==> config.mk <==
export PLATFORM = sky130hd
export DESIGN_NAME = qpu_exu_longp_wbck_arb_flat
export DESIGN_NICKNAME = d
export VERILOG_FILES = /design/src/rtl/qpu_exu_longp_wbck_arb_if.sv /design/src/rtl/qpu_exu_longp_wbck_arb.sv /design/src/flat_wrapper.sv
export SDC_FILE = /design/constraint.sdc
export NUM_CORES = 1
export LEC_CHECK = 0
export CORE_MARGIN = 2
export CORE_UTILIZATION = 40
export CTS_CLUSTER_SIZE = 20
export DETAILED_ROUTE_END_ITERATION = 16
export PLACE_DENSITY = 0.85
export SLEW_MARGIN = 10
export SYNTH_ARGS = -nofsm -noshare
export SYNTH_HDL_FRONTEND = slang
export SYNTH_SLANG_ARGS = --single-unit
==> constraint.sdc <==
create_clock -name clk -period 3.6 [get_ports clk]
set_input_delay 0.72 -clock clk [delete_from_list [all_inputs] [get_ports clk]]
set_output_delay 0.72 -clock clk [all_outputs]
set_load 0.01 [all_outputs]
==> src/rtl/qpu_exu_longp_wbck_arb_if.sv <==
// Port bundle for the long-pipe write-back arbiter: channel completions, the
// OITF head view, and the registered output slot toward final write-back.
interface qpu_exu_longp_wbck_arb_if #(
    parameter int NCH     = 2,
    parameter int XLEN    = 32,
    parameter int RFIDX_W = 5,
    parameter int ITAG_W  = 2
);
    logic [NCH-1:0]        ch_wbck_i_valid;
    logic [NCH-1:0]        ch_wbck_i_ready;
    logic [NCH*XLEN-1:0]   ch_wbck_i_data;
    logic [NCH*ITAG_W-1:0] ch_wbck_i_itag;
    logic                  oitf_empty;
    logic [ITAG_W-1:0]     oitf_ret_ptr;
    logic [RFIDX_W-1:0]    oitf_ret_rdidx;
    logic                  oitf_ret_rdwen;
    logic                  oitf_ret_ena;
    logic                  longp_wbck_o_valid;
    logic                  longp_wbck_o_ready;
    logic [XLEN-1:0]       longp_wbck_o_data;
    logic [RFIDX_W-1:0]    longp_wbck_o_rdidx;
    logic                  longp_proto_err;

    modport master (
        output ch_wbck_i_valid, ch_wbck_i_data, ch_wbck_i_itag,
        output oitf_empty, oitf_ret_ptr, oitf_ret_rdidx, oitf_ret_rdwen,
        output longp_wbck_o_ready,
        input  ch_wbck_i_ready, oitf_ret_ena,
        input  longp_wbck_o_valid, longp_wbck_o_data, longp_wbck_o_rdidx,
        input  longp_proto_err
    );

    modport slave (
        input  ch_wbck_i_valid, ch_wbck_i_data, ch_wbck_i_itag,
        input  oitf_empty, oitf_ret_ptr, oitf_ret_rdidx, oitf_ret_rdwen,
        input  longp_wbck_o_ready,
        output ch_wbck_i_ready, oitf_ret_ena,
        output longp_wbck_o_valid, longp_wbck_o_data, longp_wbck_o_rdidx,
        output longp_proto_err
    );
endinterface

==> src/rtl/qpu_exu_longp_wbck_arb.sv <==
// Long-pipe write-back arbiter: retires channel completions strictly in OITF
// order by tag match and buffers register writes in one output slot.
module qpu_exu_longp_wbck_arb #(
    parameter int NCH     = 2,
    parameter int XLEN    = 32,
    parameter int RFIDX_W = 5,
    parameter int ITAG_W  = 2
) (
    input logic clk,
    input logic rst,
    qpu_exu_longp_wbck_arb_if.slave bus
);

    logic [NCH-1:0]     grant_p0;
    logic [XLEN-1:0]    sel_data_p0;
    logic               any_match_p0;
    logic               multi_match_p0;
    logic               slot_free_p0;
    logic               acc_p0;
    logic               load_p0;
    logic               empty_err_p0;

    logic               slot_vld_p1;
    logic [XLEN-1:0]    slot_data_p1;
    logic [RFIDX_W-1:0] slot_rdidx_p1;
    logic               err_p1;

    // Stage p0: tag match against OITF head, lowest-index channel wins
    always_comb begin
        logic m;
        grant_p0       = '0;
        sel_data_p0    = '0;
        any_match_p0   = 1'b0;
        multi_match_p0 = 1'b0;
        for (int k = 0; k < NCH; k++) begin
            m = bus.ch_wbck_i_valid[k] & ~bus.oitf_empty &
                (bus.ch_wbck_i_itag[k*ITAG_W +: ITAG_W] == bus.oitf_ret_ptr);
            if (m) begin
                if (any_match_p0) begin
                    multi_match_p0 = 1'b1;
                end else begin
                    grant_p0[k] = 1'b1;
                    sel_data_p0 = bus.ch_wbck_i_data[k*XLEN +: XLEN];
                end
                any_match_p0 = 1'b1;
            end
        end
    end

    assign slot_free_p0 = ~slot_vld_p1 | bus.longp_wbck_o_ready;
    // Entries without a register write never need the slot, so they retire under backpressure.
    assign acc_p0       = ~rst & any_match_p0 & (~bus.oitf_ret_rdwen | slot_free_p0);
    assign load_p0      = acc_p0 & bus.oitf_ret_rdwen;
    assign empty_err_p0 = bus.oitf_empty & (|bus.ch_wbck_i_valid);

    assign bus.ch_wbck_i_ready = grant_p0 & {NCH{acc_p0}};
    assign bus.oitf_ret_ena    = acc_p0;

    // Stage p1: registered output slot and sticky protocol error
    always_ff @(posedge clk) begin
        if (rst) begin
            slot_vld_p1   <= 1'b0;
            slot_data_p1  <= '0;
            slot_rdidx_p1 <= '0;
            err_p1        <= 1'b0;
        end else begin
            if (load_p0) begin
                slot_vld_p1   <= 1'b1;
                slot_data_p1  <= sel_data_p0;
                slot_rdidx_p1 <= bus.oitf_ret_rdidx;
            end else if (slot_vld_p1 & bus.longp_wbck_o_ready) begin
                slot_vld_p1   <= 1'b0;
            end
            if (multi_match_p0 | empty_err_p0) begin
                err_p1 <= 1'b1;
            end
        end
    end

    assign bus.longp_wbck_o_valid = slot_vld_p1;
    assign bus.longp_wbck_o_data  = slot_data_p1;
    assign bus.longp_wbck_o_rdidx = slot_rdidx_p1;
    assign bus.longp_proto_err    = err_p1;

endmodule
==> src/flat_wrapper.sv <==
// flat-port wrapper written by rule: the top's interface ports become plain ports
module qpu_exu_longp_wbck_arb_flat 
#(
    parameter int NCH     = 2,
    parameter int XLEN    = 32,
    parameter int RFIDX_W = 5,
    parameter int ITAG_W  = 2
)
  (clk, rst, bus_ch_wbck_i_valid, bus_ch_wbck_i_data, bus_ch_wbck_i_itag, bus_oitf_empty, bus_oitf_ret_ptr, bus_oitf_ret_rdidx, bus_oitf_ret_rdwen, bus_longp_wbck_o_ready, bus_ch_wbck_i_ready, bus_oitf_ret_ena, bus_longp_wbck_o_valid, bus_longp_wbck_o_data, bus_longp_wbck_o_rdidx, bus_longp_proto_err);
  qpu_exu_longp_wbck_arb_if #(.NCH(NCH), .XLEN(XLEN), .RFIDX_W(RFIDX_W), .ITAG_W(ITAG_W)) bus_i ();
  input logic clk;
  input logic rst;
  input wire logic [$bits(bus_i.ch_wbck_i_valid)-1:0] bus_ch_wbck_i_valid;
  input wire logic [$bits(bus_i.ch_wbck_i_data)-1:0] bus_ch_wbck_i_data;
  input wire logic [$bits(bus_i.ch_wbck_i_itag)-1:0] bus_ch_wbck_i_itag;
  input wire logic [$bits(bus_i.oitf_empty)-1:0] bus_oitf_empty;
  input wire logic [$bits(bus_i.oitf_ret_ptr)-1:0] bus_oitf_ret_ptr;
  input wire logic [$bits(bus_i.oitf_ret_rdidx)-1:0] bus_oitf_ret_rdidx;
  input wire logic [$bits(bus_i.oitf_ret_rdwen)-1:0] bus_oitf_ret_rdwen;
  input wire logic [$bits(bus_i.longp_wbck_o_ready)-1:0] bus_longp_wbck_o_ready;
  output wire logic [$bits(bus_i.ch_wbck_i_ready)-1:0] bus_ch_wbck_i_ready;
  output wire logic [$bits(bus_i.oitf_ret_ena)-1:0] bus_oitf_ret_ena;
  output wire logic [$bits(bus_i.longp_wbck_o_valid)-1:0] bus_longp_wbck_o_valid;
  output wire logic [$bits(bus_i.longp_wbck_o_data)-1:0] bus_longp_wbck_o_data;
  output wire logic [$bits(bus_i.longp_wbck_o_rdidx)-1:0] bus_longp_wbck_o_rdidx;
  output wire logic [$bits(bus_i.longp_proto_err)-1:0] bus_longp_proto_err;
  assign bus_i.ch_wbck_i_valid = bus_ch_wbck_i_valid;
  assign bus_i.ch_wbck_i_data = bus_ch_wbck_i_data;
  assign bus_i.ch_wbck_i_itag = bus_ch_wbck_i_itag;
  assign bus_i.oitf_empty = bus_oitf_empty;
  assign bus_i.oitf_ret_ptr = bus_oitf_ret_ptr;
  assign bus_i.oitf_ret_rdidx = bus_oitf_ret_rdidx;
  assign bus_i.oitf_ret_rdwen = bus_oitf_ret_rdwen;
  assign bus_i.longp_wbck_o_ready = bus_longp_wbck_o_ready;
  assign bus_ch_wbck_i_ready = bus_i.ch_wbck_i_ready;
  assign bus_oitf_ret_ena = bus_i.oitf_ret_ena;
  assign bus_longp_wbck_o_valid = bus_i.longp_wbck_o_valid;
  assign bus_longp_wbck_o_data = bus_i.longp_wbck_o_data;
  assign bus_longp_wbck_o_rdidx = bus_i.longp_wbck_o_rdidx;
  assign bus_longp_proto_err = bus_i.longp_proto_err;
  qpu_exu_longp_wbck_arb #(.NCH(NCH), .XLEN(XLEN), .RFIDX_W(RFIDX_W), .ITAG_W(ITAG_W)) u_core (.clk(clk), .rst(rst), .bus(bus_i));
endmodule
==> impl_results.md, run 1 <==
- Status: finished clean
- Pins Over Slew Limit: 0
- Tcrit/Tclk final: between 90 and 100%
- RSZ-0062 raised after global routing: false
- Register area: 781 um^2
- Resized cells post-CTS: 0
- CP Data Required Time: roughly 2.9 ns
- Layout fillers: 424
- Final hold violations: 0
- Global Route Usage Sum: 19.5%
- CP Launch Type: primary input
- Worst path max stage delay: roughly 0.53 ns
- Period minus WS final: 3.36 ns
- Antenna Cells: 0
- Number of global-route vias before repair: between 1,500 and 2,000
- Remaining DRCs: 0
- R2r worst-path depth: 6
- Hold Path Sink: u_core.bus.longp_wbck_o_rdidx[2]
- Grt ovf: 0
- CTS H-Tree Depth: 2
- Synth top area cells: dfxtp_1 38%, a221oi_2 21%, nor3_2 14%, nor2_1 6.2%, buf_6 3.9%
- Core Rows: 26
- Min-delay src: u_core.bus.longp_wbck_o_rdidx[2]
- Mean post-synth cell area: 10.8 um^2
- Register bit total from synthesis: 39
- Clk_lat worst skew: about 0.28 ns
- Final wirelength: 5490 um
- Setup crit end kind: primary output
- Most common cell after layout, fill and taps aside: clkdlybuf4s50_1
- Worst vdd ir: 190 uV
- Seq/Total Area, Yosys: 38.2%
- Vias after detailed routing: 1,895
- Final setup violation count: 0
- Core Area: 0.00501 mm^2
- RR Endpoint: u_core.bus.longp_wbck_o_data[0]
- Clk root buf: clkbuf_8
- Area leader, netlist: dfxtp_1
- Syn nets: 271
- Synthesized area: approximately 0.0020 mm^2
- Global-route wire length before repair: 8600 um
- Nets: just under 400
- Total negative slack: 0 ns
- Layout cells sized above 1: about 25%
- Synthesis-to-layout area growth: 64.6%
- Most frequent cells in the layout: 122 x clkdlybuf4s50_1, 39 x dfxtp_1, 34 x nor2_1
- Initial antenna violation count: 0
- Warnings from Yosys: 0
- Via/cell ratio: 5.01
- FMAX: between 0.2 and 0.3 GHz
- Die area: 0.00570 mm^2
- Worst EP arrival: 2.64 ns
- First drt pass iteration count: 4
- Hold_buf cts: 0
- Die W: 75.5 um
- Pwr Total: 0.000940 W
- Clock sink total: 39
- Multi-input logic area: 0.00113 mm^2
- Hold Path Class: reg2reg
- Postcts setup bufs: 0
- Worst-path clk slew: 0.07 ns
- Leakage: 1.28 nW
- Initial drt markers: 73
- Measured slew at the worst slew-check pin: 0.572 ns
- CTS tree: built
- Worst hold stages: 2
- Critical path, cell by cell: clkdlybuf4s50_1 -> xor2_1 -> nor4b_4 -> and2_1 -> clkdlybuf4s50_1
- Share of the synthesized area in the top cell type: 38.2%
- FF-to-FF Start: u_core.bus.longp_wbck_o_valid
- Top_reg_cell synth: dfxtp_1
- Max Cap Viol: 0
- CP dominant cell by count: clkdlybuf4s50_1
- Antenna-violating nets left: 0
- Dpl hpwl: 3970 um
- PD cells: 280 mW/mm^2
- Initial Utilization: 40.8%
- Worst hold slack: around 0.46 ns
- Syn Inst Count: roughly 190
- TritonCTS Buffers: 5
- Setup Skew: around 0.0056 ns
- Clock buffer depth: 2
- Netlist cell types: 24
- Reg-to-reg setup timing slack: 1.67 ns
- Worst Path Max Fanout: 7
- Routed wire per std cell: between 10 and 15 um
- Critical path class: in2out
- Final Instance Area: 0.00336 mm^2
- Largest net degree at the start of global routing: 40
- Port Buffer Count: roughly 120
- Routability Congestion: 0.730
- Post-synth EDFFs: 0
- I/O pins: around 120
- Slowest CP cell: nor4b_4
- Placed Area: 0.00328 mm^2
- Max-slew headroom: 61.9%
- Die height: around 75 um
- Asr flop ratio synth: 0%
[cell type report]
cell class              instances  area share, %
inverters                       1          0.112
multi-input cells             130           33.6
repair buffers                130           38.0
flip-flops and latches         39           23.2
clock buffers                   7           2.27
well taps                      70           2.60
clock inverters                 1          0.149
[through the flow]
step | cells | setup slack, ns | util [%]
floorplan | 189 | 0.976 | -
global placement | 370 | 0.251 | 65.5
detailed placement | 370 | 0.218 | 65.5
CTS | 378 | 0.222 | 67.1
global route | 378 | 0.0987 | 67.1
finish | 378 | 0.241 | 67.1
[per-layer routing]
layer	share of wire (%)	global-route usage, %	up-vias
met5	0	0	-
met4	1.0	4.48	0
met3	8.5	6.75	8
met2	50	33.8	72
met1	40	23.3	883
li1	-	-	932
[flip-flops by register name (all words and copies together), names as in the netlist]
name and count:
u_core.bus.longp_wbck_o_rdidx 5, u_core.bus.longp_wbck_o_valid 1, u_core.bus.longp_proto_err 1, u_core.bus.longp_wbck_o_data 32
[Yosys cell counts (2+ instances only)]
cell,instances
clkbuf_1,2
xor2_1,4
nor3_1,3
nor2_1,34
buf_6,7
nor3_2,29
a21oi_1,6
buf_4,4
a221oi_1,3
a221oi_2,29
nand2_1,11
and2_1,2
buf_1,2
dfxtp_1,39
buf_2,4
nor2b_1,2
[how the worst max path moves through the flow]
stage | from | end | slack (ns) | cells after the start
global route | bus_oitf_ret_ptr[1] | bus_ch_wbck_i_ready[0] | 0.1 | 5
detailed placement | bus_oitf_ret_ptr[1] | bus_ch_wbck_i_ready[1] | 0.22 | 6
CTS | bus_oitf_ret_ptr[1] | bus_ch_wbck_i_ready[1] | 0.22 | 6
floorplan | bus_oitf_ret_ptr[1] | bus_ch_wbck_i_ready[1] | 0.98 | 6
finish | bus_oitf_ret_ptr[1] | bus_ch_wbck_i_ready[0] | 0.24 | 5
global placement | bus_oitf_ret_ptr[1] | bus_ch_wbck_i_ready[0] | 0.25 | 5
[cells by family (layout without fill, tap and decap cells)]
group | Yosys count | count (layout) | share of synthesized area [%]
and+or+nand+nor | 83 | 83 | 26.3
AOI/OAI and AO/OA | 43 | 43 | 26.5
DFF | 39 | 39 | 38.2
buffers and inverters | 20 | 139 | 7.23
xor gates and xnor gates | 4 | 4 | 1.71
[report_power, final]
| part | leakage, nW | switching [W] | internal, W |
|---|---|---|---|
| Clock | 0.0422 | 0.000144 | 0.000136 |
| Sequential | 0.316 | 0.00000598 | 0.000444 |
| Combinational | 0.924 | 0.0000862 | 0.000124 |
[critical path, delay by kind of cell]
| kind | cells | cell delay (ns) |
|---|---|---|
| xor gates and xnor gates | 1 | 0.20 |
| buffers and inverters | 2 | 0.98 |
| and+or+nand+nor | 2 | 0.73 |
Note: power is estimated with default switching activity, not from simulation.
==> run 2: changes to the inputs <==
--- a/config.mk
+++ b/config.mk
@@ -11,5 +11,5 @@
 export DETAILED_ROUTE_END_ITERATION = 16
 export PLACE_DENSITY = 0.85
-export SLEW_MARGIN = 10
+export SLEW_MARGIN = 20
 export SYNTH_ARGS = -nofsm -noshare
 export SYNTH_HDL_FRONTEND = slang
==> constraint.sdc (replaced) <==
create_clock -name clk -period 3.6 [get_ports clk]
set_input_delay 0.72 -clock clk [delete_from_list [all_inputs] [get_ports clk]]
set_output_delay 0.72 -clock clk [all_outputs]
set_load 0.05 [all_outputs]
==> run 2 against run 1 <==
Net effect:
- power increased by 6.3%
- count of clock-buffer cells in the layout fell by 1
- combinational power is 21% higher
- critical path type unchanged
- largest power group unchanged
==> impl_results.md, run 2 (synthesis gave the netlist of run 1 again) <==
- Measured slew at the worst slew-check pin: 0.652 ns (+0.0804 ns)
- Antenna-violating nets left: 0 (unchanged)
- Global-route wire length before repair: 8390 um (-2.5%)
- Clk root buf: clkbuf_8
- Final setup violation count: 0 (unchanged)
- Layout fillers: 425 (+0.24%)
- Port Buffer Count: 123 (unchanged)
- Vias after detailed routing: 1,921 (+1.4%)
- Core Rows: 26 (unchanged)
- CTS H-Tree Depth: 2 (unchanged)
- Gate power share: 25.5% (+3.1 points)
- Pins Over Slew Limit: 0 (unchanged)
- Largest net degree at the start of global routing: 40 (unchanged)
- First drt pass iteration count: 4 (unchanged)
- Initial drt markers: 83 (+14%)
- CP Launch Type: primary input
- Most frequent cells in the layout: 119 x clkdlybuf4s50_1, 39 x dfxtp_1, 34 x nor2_1
- Core Area: 0.00501 mm^2 (unchanged)
- Most common cell after layout, fill and taps aside: clkdlybuf4s50_1
- Setup crit end kind: primary output
- Die height: 75.5 um (unchanged)
- Switching share of total power: 28.0% (+2.8 points)
- Die W: 75.5 um (unchanged)
- NetSw: 0.000280 W (+18%)
- Number of global-route vias before repair: 1,833 (-2.1%)
- Resized cells post-CTS: 0 (unchanged)
- Critical path class: in2out
- Synthesis-to-layout area growth: 66.3%
- Leakage: 1.30 nW (+1.2%)
- Max-slew headroom: 56.3% (-5.6 points)
- Final wirelength: 5690 um (+3.7%)
- Hold_buf cts: 0 (unchanged)
- Max Cap Viol: 0 (unchanged)
- PD cells: 294 mW/mm^2 (+5.2%)
- Max reg flops: 32 (unchanged)
- Dpl hpwl: 3920 um (-1.2%)
- Nets: 387 (-0.51%)
- Status: finished clean
- Worst EP arrival: 2.37 ns (-0.27 ns)
- Worst Path Max Fanout: 5 (-2)
- Global Route Usage Sum: 19.2% (-0.29 points)
- Die area: 0.00570 mm^2 (unchanged)
- Grt ovf: 0 (unchanged)
- Final hold violations: 0 (unchanged)
- Fin util: 67.8% (+0.67 points)
- Worst vdd ir: 209 uV (+9.9%)
- Setup Skew: 0.00190 ns (-0.00372 ns)
- Total negative slack: 0 ns (unchanged)
- Sequential fraction of design power: 45.0% (-2.8 points)
- Initial antenna violation count: 0 (unchanged)
- CP Data Required Time: 2.88 ns (about the same)
- Routability Congestion: 0.680 (-6.9%)
- Postcts setup bufs: 0 (unchanged)
- Layout cells sized above 1: 25.6% (+0.90 points)
- Period minus WS final: 3.09 ns (-0.266 ns)
- Clock group share of total power: 29.5% (-0.3 points)
- Antenna Cells: 0 (unchanged)
- Clock sink total: 39 (unchanged)
- Tcrit/Tclk final: 85.9% (-7.4 points)
- TritonCTS Buffers: 5 (unchanged)
- Clock buffer depth: 2 (unchanged)
- Routed wire per std cell: 15.2 um (+4.5%)
- Worst-path clk slew: 0.07 ns (about the same)
- FMAX: 0.323 GHz (+8.6%)
- Internal cell power: 0.000720 W (+2.3%)
- Via/cell ratio: 5.12 (+2.2%)
- Clk_lat worst skew: 0.28 ns (about the same)
- CTS tree: built
- RSZ-0062 raised after global routing: false
- Initial Utilization: 40.8% (unchanged)
- Hold Path Class: reg2reg
- Remaining DRCs: 0 (unchanged)
- I/O pins: 124 (unchanged)
==> run 2: cell count changes in the layout (fill, tap and decap cells not counted) <==
cell             change
buf_4                -3
clkbuf_1             -2
clkdlybuf4s50_1      -3
buf_12               +4
clkbuf_8             +1
==> run 2: final timing paths <==
path                                         start                                to  slack (ns)  cells past startpoint
setup / recovery               bus_oitf_ret_ptr[1]            bus_ch_wbck_i_ready[1]        0.51                      6
hold / removal    u_core.bus.longp_wbck_o_rdidx[2]  u_core.bus.longp_wbck_o_rdidx[2]        0.45                      2
setup reg to reg     u_core.bus.longp_wbck_o_valid   u_core.bus.longp_wbck_o_data[2]        1.70                      6
hold reg to reg   u_core.bus.longp_wbck_o_rdidx[2]  u_core.bus.longp_wbck_o_rdidx[2]        0.45                      2
==> run 2: routing by layer <==
layer	vias up	routed length, um	track usage (%)
met2	80	2830	33.5
li1	928	-	-
met3	4	479	6.48
met4	0	23	4.09
met1	909	2350	23.0
met5	-	0	0
==> run 2: worst max-delay path, cell delays in order <==
cell,delay [ns]
clkdlybuf4s50_1,0.45
xor2_1,0.20
nor4b_4,0.44
nor2b_4,0.23
and2_1,0.19
buf_12,0.15
==> run 2: power groups by stage <==
| stage | clock (W) | sequential (W) | combinational, W |
|---|---|---|---|
| after floorplan | 0 | 0.000503 | 0.0000746 |
| after global placement | 0 | 0.000459 | 0.000251 |
| after detailed placement | 0 | 0.000460 | 0.000255 |
| after CTS | 0.000308 | 0.000449 | 0.000256 |
| after global routing | 0.000323 | 0.000451 | 0.000269 |
| final | 0.000295 | 0.000449 | 0.000255 |
==> run 2: area by class of cell <==
class	count	area (um^2)	share of cell area, %
tap	70	87.6	2.58
timing repair buffer	128	1310	38.5
sequential	39	781	23.0
clock buffer	6	82.6	2.43
multi-input combinational	130	1130	33.3
inverter	1	3.75	0.110
clock inverter	1	5.00	0.147
==> run 2: stage by stage <==
step | instance area [um^2] | instances | power, W | hold WS, ns | setup slack [ns]
6_report | 3400 | 375 | 0.00100 | 0.455 | 0.507
5_1_grt | 3400 | 375 | 0.00104 | 0.475 | 0.441
4_1_cts | 3400 | 375 | 0.00101 | 0.456 | 0.504
3_5_place_dp | 3310 | 368 | 0.000715 | 0.445 | 0.513
3_3_place_gp | 3310 | 368 | 0.000710 | 0.441 | 0.551
2_1_floorplan | 2040 | 189 | 0.000577 | 0.671 | 0.713
